**src/rtl/pipelined_cla_adder.sv**
```systemverilog
// pipelined_cla_adder: WIDTH-bit adder split into NGROUPS = WIDTH/BLOCK
// carry-lookahead groups, one register stage per group, with the group carry
// passed stage to stage. Valid/ready handshake with a global stall.
// Optional feature macro: PCLA_OVF_EN adds the signed-overflow output ovf.
module pipelined_cla_adder #(
  parameter int WIDTH = 16,
  parameter int BLOCK = 4
) (
  input  logic             clk,
  input  logic             rst,
  input  logic             in_valid,
  output logic             in_ready,
  input  logic [WIDTH-1:0] a,
  input  logic [WIDTH-1:0] b,
  input  logic             cin,
  output logic             out_valid,
  input  logic             out_ready,
  output logic [WIDTH-1:0] sum,
  output logic             carry
`ifdef PCLA_OVF_EN
  ,
  output logic             ovf
`endif
);

  localparam int NGROUPS = (BLOCK < 1) ? 1 : WIDTH / BLOCK;

  if (BLOCK < 1) begin : g_bad_block
    $error("pipelined_cla_adder: BLOCK must be at least 1");
  end else if (WIDTH % BLOCK != 0) begin : g_bad_width
    $error("pipelined_cla_adder: WIDTH must be a multiple of BLOCK");
  end

  // Carries c[0..BLOCK] of one group. Every c[i+1] is a flat sum of products
  // of g/p terms and c0, so no carry depends on a previously computed carry.
  // c[BLOCK] is the group generate OR group propagate AND c0.
  function automatic logic [BLOCK:0] lookahead(input logic [BLOCK-1:0] ga,
                                               input logic [BLOCK-1:0] gb,
                                               input logic             c0);
    logic [BLOCK-1:0] g;
    logic [BLOCK-1:0] p;
    logic [BLOCK:0]   c;
    logic             gen;
    logic             prop;
    logic             term;
    g    = ga & gb;
    p    = ga ^ gb;
    c    = '0;
    c[0] = c0;
    for (int i = 0; i < BLOCK; i++) begin
      gen  = 1'b0;
      prop = 1'b1;
      for (int j = 0; j <= i; j++) begin
        term = g[j];
        for (int m = j + 1; m <= i; m++) term = term & p[m];
        gen  = gen | term;
        prop = prop & p[j];
      end
      c[i+1] = gen | (prop & c0);
    end
    return c;
  endfunction

  // Global stall: everything moves together unless a result is waiting
  logic adv;
  assign in_ready = !out_valid || out_ready;
  assign adv      = in_ready;

  for (genvar k = 0; k < NGROUPS; k++) begin : g_stage
    localparam int IW = WIDTH - k * BLOCK;  // operand bits not yet added
    localparam int SW = (k + 1) * BLOCK;    // sum bits resolved after stage k

    logic [IW-1:0]    a_in;
    logic [IW-1:0]    b_in;
    logic             c_in;
    logic             v_in;
    logic [BLOCK:0]   cv;
    logic [BLOCK-1:0] grp_s;
    logic [SW-1:0]    s_nxt;
    logic             vld_p;
    logic             c_p;
    logic [SW-1:0]    s_p;

    if (k == 0) begin : g_src
      assign a_in  = a;
      assign b_in  = b;
      assign c_in  = cin;
      assign v_in  = in_valid;
      assign s_nxt = grp_s;
    end else begin : g_src
      assign a_in  = g_stage[k-1].g_dly.a_p;
      assign b_in  = g_stage[k-1].g_dly.b_p;
      assign c_in  = g_stage[k-1].c_p;
      assign v_in  = g_stage[k-1].vld_p;
      assign s_nxt = {grp_s, g_stage[k-1].s_p};
    end

    assign cv    = lookahead(a_in[BLOCK-1:0], b_in[BLOCK-1:0], c_in);
    assign grp_s = a_in[BLOCK-1:0] ^ b_in[BLOCK-1:0] ^ cv[BLOCK-1:0];

    // ---- stage k boundary: valid bit shifts on every advance (bubbles move)
    always_ff @(posedge clk) begin
      if (rst)      vld_p <= 1'b0;
      else if (adv) vld_p <= v_in;
    end

    // Result bits and group carry, captured only for real operations
    always_ff @(posedge clk) begin
      if (rst) begin
        s_p <= '0;
        c_p <= 1'b0;
      end else if (adv && v_in) begin
        s_p <= s_nxt;
        c_p <= cv[BLOCK];
      end
    end

    if (k < NGROUPS - 1) begin : g_dly
      logic [IW-BLOCK-1:0] a_p;
      logic [IW-BLOCK-1:0] b_p;
      // Operand bits for the groups still ahead travel beside the stage
      always_ff @(posedge clk) begin
        if (rst) begin
          a_p <= '0;
          b_p <= '0;
        end else if (adv && v_in) begin
          a_p <= a_in[IW-1:BLOCK];
          b_p <= b_in[IW-1:BLOCK];
        end
      end
    end

`ifdef PCLA_OVF_EN
    if (k == NGROUPS - 1) begin : g_ovf
      logic ovf_p;
      // Signed overflow: carry into the MSB differs from carry out of it
      always_ff @(posedge clk) begin
        if (rst)               ovf_p <= 1'b0;
        else if (adv && v_in)  ovf_p <= cv[BLOCK] ^ cv[BLOCK-1];
      end
    end
`endif
  end

  assign out_valid = g_stage[NGROUPS-1].vld_p;
  assign sum       = g_stage[NGROUPS-1].s_p;
  assign carry     = g_stage[NGROUPS-1].c_p;
`ifdef PCLA_OVF_EN
  assign ovf       = g_stage[NGROUPS-1].g_ovf.ovf_p;
`endif

endmodule

```
**config.mk**
```make
export PLATFORM = sky130hd
export DESIGN_NAME = pipelined_cla_adder
export DESIGN_NICKNAME = d
export VERILOG_FILES = /design/src/rtl/pipelined_cla_adder.sv
export SDC_FILE = /design/constraint.sdc
export NUM_CORES = 1
export LEC_CHECK = 0
export CAP_MARGIN = 30
export CORE_MARGIN = 2
export CORE_UTILIZATION = 41
export CTS_CLUSTER_DIAMETER = 120
export DETAILED_ROUTE_END_ITERATION = 16
export PLACE_DENSITY = 0.71
export REMOVE_ABC_BUFFERS = 1
export SYNTH_ARGS = -nofsm -noshare
export SYNTH_HDL_FRONTEND = slang
export SYNTH_SLANG_ARGS = --single-unit
export TNS_END_PERCENT = 1
```
**constraint.sdc**
```tcl
create_clock -name clk -period 1.9 [get_ports clk]
set_clock_uncertainty 0.15 [all_clocks]
set_input_delay 0.475 -clock clk [delete_from_list [all_inputs] [get_ports clk]]
set_output_delay 0.475 -clock clk [all_outputs]
set_load 0.005 [all_outputs]
```
# Word level (Yosys, flattened, before mapping)
# Cells that the tools add are included.
[classes]
bitwise_logic = 104
reduce_logical = 6
[ops]
columns = ["cell", "count"]
rows = [
  ["1-bit AND", 52],
  ["1-bit OR", 40],
  ["4-bit bitwise XOR", 8],
  ["4-bit AND", 4],
  ["1-bit logical AND", 4],
  ["1-bit logical NOT", 1],
  ["1-bit logical OR", 1],
]
[word_totals]
ff_bits = 96
inputBits = 37
out_inout_bits = 19
wordCells = 128

# Logic depth before layout (Yosys ltp)
[logic_depth]
word_depth = 8
depth_mapped = 7
depth_no_buf = 5

# Worst setup path before layout
# No wires, ideal clock.
[synth_path]
path_type = "input-to-reg"
from = "in a[0]"
to = "reg g_stage[0].s_p[3]"
setup_ns = 0.065
arrival_time_ns = 1.482
t_required_ns = 1.685
setup_slack_ns = 0.203
cell_stages = 5
path_buffers = 0
cell_sequence = "ha_1 > a211oi_1 > nor3b_2 > nor4_1 > nand4b_1"
[synth_via]
elab_chain_len = 7
word_cells_on_any_way = 11
classes_between = "11 x bitwise"
[synth_lines]
columns = ["element", "line_no", "source"]
rows = [
  ["start: declaration", "13", "input logic [WIDTH-1:0] a,"],
  ["4-bit AND", "46", "g = ga & gb;"],
  ["1-bit AND (2 in series)", "55", "for (int m = j + 1; m <= i; m++) term = term & p[m];"],
  ["1-bit OR (2 in series)", "56", "gen = gen | term;"],
  ["1-bit OR *", "59", "c[i+1] = gen | (prop & c0);"],
  ["4-bit bitwise XOR *", "99", "assign grp_s = a_in[BLOCK-1:0] ^ b_in[BLOCK-1:0] ^ cv[BLOCK-1:0];"],
  ["end signal: assignment", "113", "s_p <= s_nxt;"],
  ["end: declaration", "82", "logic [SW-1:0] s_p;"],
]
# Every way passes the cells marked *; elsewhere a longest branch is shown, timed or not.
# A chain may end at the register's enable or synchronous reset.

# Final worst setup path
[layout_path]
from = "reg g_stage[3].s_p[0], in the netlist sum[0]"
to = "out sum[0]"
[layout_rtl]
columns = ["element", "line_no", "source"]
rows = [
  ["start: declaration", "82", ""],
  ["start signal: assignment", "113", ""],
  ["end: declaration", "18", "output logic [WIDTH-1:0] sum,"],
]
# No word-level cell between the ends.

==> metrics.json <==
{
  "critical-path-max-stage-delay_ps": 510,
  "grt_overflow": 0,
  "largest_driver_fanout_on_the_critical_path": 2,
  "critical_path.endpoint_type": "output pin",
  "period_needed_ps": 1840,
  "power_density_nw_per_um2": 790,
  "htreeDepth": 3,
  "initial_core_util_pct": 42.1,
  "synth_top_cell_area_share_pct": 47.0,
  "finalInstanceArea_um2": 5030,
  "irDropWorstVdd_v": 0.000375,
  "path_clk_slew_ps": 90,
  "yosys_warnings": 0,
  "layout_commonest_cell": "nand2_1",
  "synth_top_flop_cell": "dfxtp_1",
  "worst-setup-path-type": "reg2out",
  "synth_edf_count": 0,
  "finalSetupViolations": 0,
  "fin_nets": 601,
  "die_y_um": 104,
  "maximum_clock_frequency_mhz": 544,
  "area.growth.synth_to_final_pct": 22.8,
  "post_drt_via_cell_ratio": 4.87,
  "cts_sinks": 96,
  "post_cts_buffers": 0,
  "worst_ep_required_time_ps": 1270,
  "holdCritPathClass": "reg2reg",
  "antenna_cells_inserted": 0,
  "outcome": "completed",
  "final_core_util_pct": 51.7,
  "netlist_instances": 486,
  "first_global_vias": 3281,
  "ys_types": 32,
  "placed_cell_area_um2": 4790,
  "cts_tree": "yes",
  "final_critical_path_setup_slack_ps": 62.9,
  "p_leak_uw": 0.00181,
  "slowest_stage": "clkdlybuf4s50_1",
  "critical-path-top-delay-family": "buffers and inverters",
  "grt_util_all_layers_pct": 16.1,
  "pin_count": 56,
  "grt_max_degree": 52,
  "drt_iter0_drc": 118,
  "most-common-layout-cells": "156 x nand2_1, 95 x dfxtp_1, 79 x a21oi_1",
  "ys_top_cells_by_area": "dfxtp_1 47%, nand2_1 14%, a21oi_1 9.7%",
  "synth.largest_area_cell": "dfxtp_1",
  "count_of_antenna_violating_nets_left_after_detailed_routing": 0,
  "layout-drive-gt1-share_pct": 10.9,
  "timing_max_transition_violations_final": 0,
  "design.die.area_um2": 10800,
  "timing.critical_path.cells": "clkdlybuf4s50_1",
  "fill_cells": 949,
  "ctsRootBufferMaster": "clkbuf_8",
  "finalCritPeriodShare_pct": 96.7,
  "drt-wirelength-per-cell_um": 12.3,
  "yosysSeqAreaShare_pct": 47.0,
  "antenna_found_initial": 0,
  "port_buffers": 55,
  "gpl.final_weighted_congestion": 0.795,
  "worst_margin_slew_ps": 489,
  "max-cap-violations": 0,
  "drt_pre_antenna_iters": 4,
  "clock_insertion_delay_worst_skew_ps": 360,
  "timing.slew.headroom_pct": 67.4,
  "cts_buffers": 9,
  "detailed_place_hpwl_um": 5960,
  "detailroute.via_count": 3324,
  "critical_path_buffer_and_inverter_count": 1,
  "number_of_buffers_between_clock_root_and_the_deepest_sink": 2,
  "finalHoldViolCount": 0,
  "cts_hold_repair.buffers": 0,
  "dpl_worst_slack_ps": -340,
  "synthesis.area_per_instance_um2": 8.42,
  "cp.arrival_ps": 1210,
  "mappedNetlistArea_um2": 4090,
  "yosys_register_bits": 96,
  "wire_length_of_the_first_global_routing_pass_um": 14300,
  "die_w_um": 104,
  "async_reset_ff_share_pct": 0,
  "num_rows": 36,
  "design.core.area_um2": 9730,
  "wl_um": 8390,
  "critPathLaunchType": "flop",
  "post-route-drc-count": 0
}
final cells by class:
class	instances	area [um^2]	share of cell area (%)
clock buffers	10	138	2.74
clock inverters	6	82.6	1.64
inverters	13	56.3	1.12
multi-input cells	346	1920	38.1
repair buffers	78	743	14.8
well taps	133	166	3.31
flip-flops and latches	96	1920	38.3
stage by stage:
stage          cells  power, uW  hold WS, ps  TNS, ps
2_1_floorplan    455       2340          276        0
3_5_place_dp     666       2560          295   -17070
4_1_cts          682       4010          303        0
3_3_place_gp     666       2550          289   -16340
6_report         682       3970          301        0
5_1_grt          682       4140          312    -31.1
path summary, 6_finish.rpt:
path	depth (start not counted)	to	start	slack [ps]
worst max-delay path	1	sum[0]	sum[0]	60
worst min-delay path	2	g_stage[1].g_dly.a_p[4]	g_stage[0].g_dly.a_p[8]	300
worst max register to register	5	g_stage[2].s_p[11]	g_stage[1].g_dly.a_p[0]	240
worst min register to register	2	g_stage[1].g_dly.a_p[4]	g_stage[0].g_dly.a_p[8]	300
routing by layer:
metal  share of wire, %  global-route usage, %
met3                3.1                   3.51
met1                 47                   19.6
met4                1.3                   5.12
met5                  0                      0
met2                 49                   28.2
state kept, by name (all words and copies together), names as in the netlist:
signal and cells:
g_stage.g_dly.a_p 24, g_stage.g_dly.b_p 24, g_stage.s_p 24, sum 16, g_stage.c_p 3, g_stage.vld_p 3, carry 1, out_valid 1
cell families after synthesis:
family	Yosys count	share of synthesized area, %
DFF	96	47.0
and+or+nand+nor	223	24.8
adders and majority gates	20	6.85
buffers and inverters	44	6.54
AOI/OAI and AO/OA	99	14.0
xor gates and xnor gates	4	0.856
power breakdown:
| part | internal (uW) | switching [uW] |
|---|---|---|
| clock | 771 | 685 |
| sequential | 2080 | 36.0 |
| combinational | 195 | 209 |
| total | 3040 | 930 |
timing repair:
| item | in CTS | in global routing |
|---|---|---|
| pin swaps | 0 | 2 |
| resized for setup | 3 | 4 |
| endpoints found under the setup margin | 1 | 4 |
cells in the mapped netlist, types with 2 or more instances:
| cell type | count |
|---|---|
| nor2_1 | 27 |
| xnor2_1 | 4 |
| or4b_1 | 4 |
| nand2_4 | 2 |
| buf_2 | 13 |
| inv_1 | 12 |
| and2_4 | 2 |
| o21ai_0 | 4 |
| buf_6 | 10 |
| nand2b_1 | 4 |
| a221oi_1 | 3 |
| buf_1 | 2 |
| and2_1 | 2 |
| nor4_1 | 4 |
| nand3_1 | 4 |
| fa_1 | 4 |
| a211oi_1 | 5 |
| clkbuf_1 | 5 |
| ha_1 | 16 |
| nor3b_2 | 4 |
| dfxtp_1 | 96 |
| a211oi_2 | 4 |
| nand4b_1 | 4 |
| nand3b_1 | 8 |
| nand2_1 | 156 |
| o41ai_1 | 3 |
| a21oi_1 | 79 |
(Power assumes the default switching activity.)
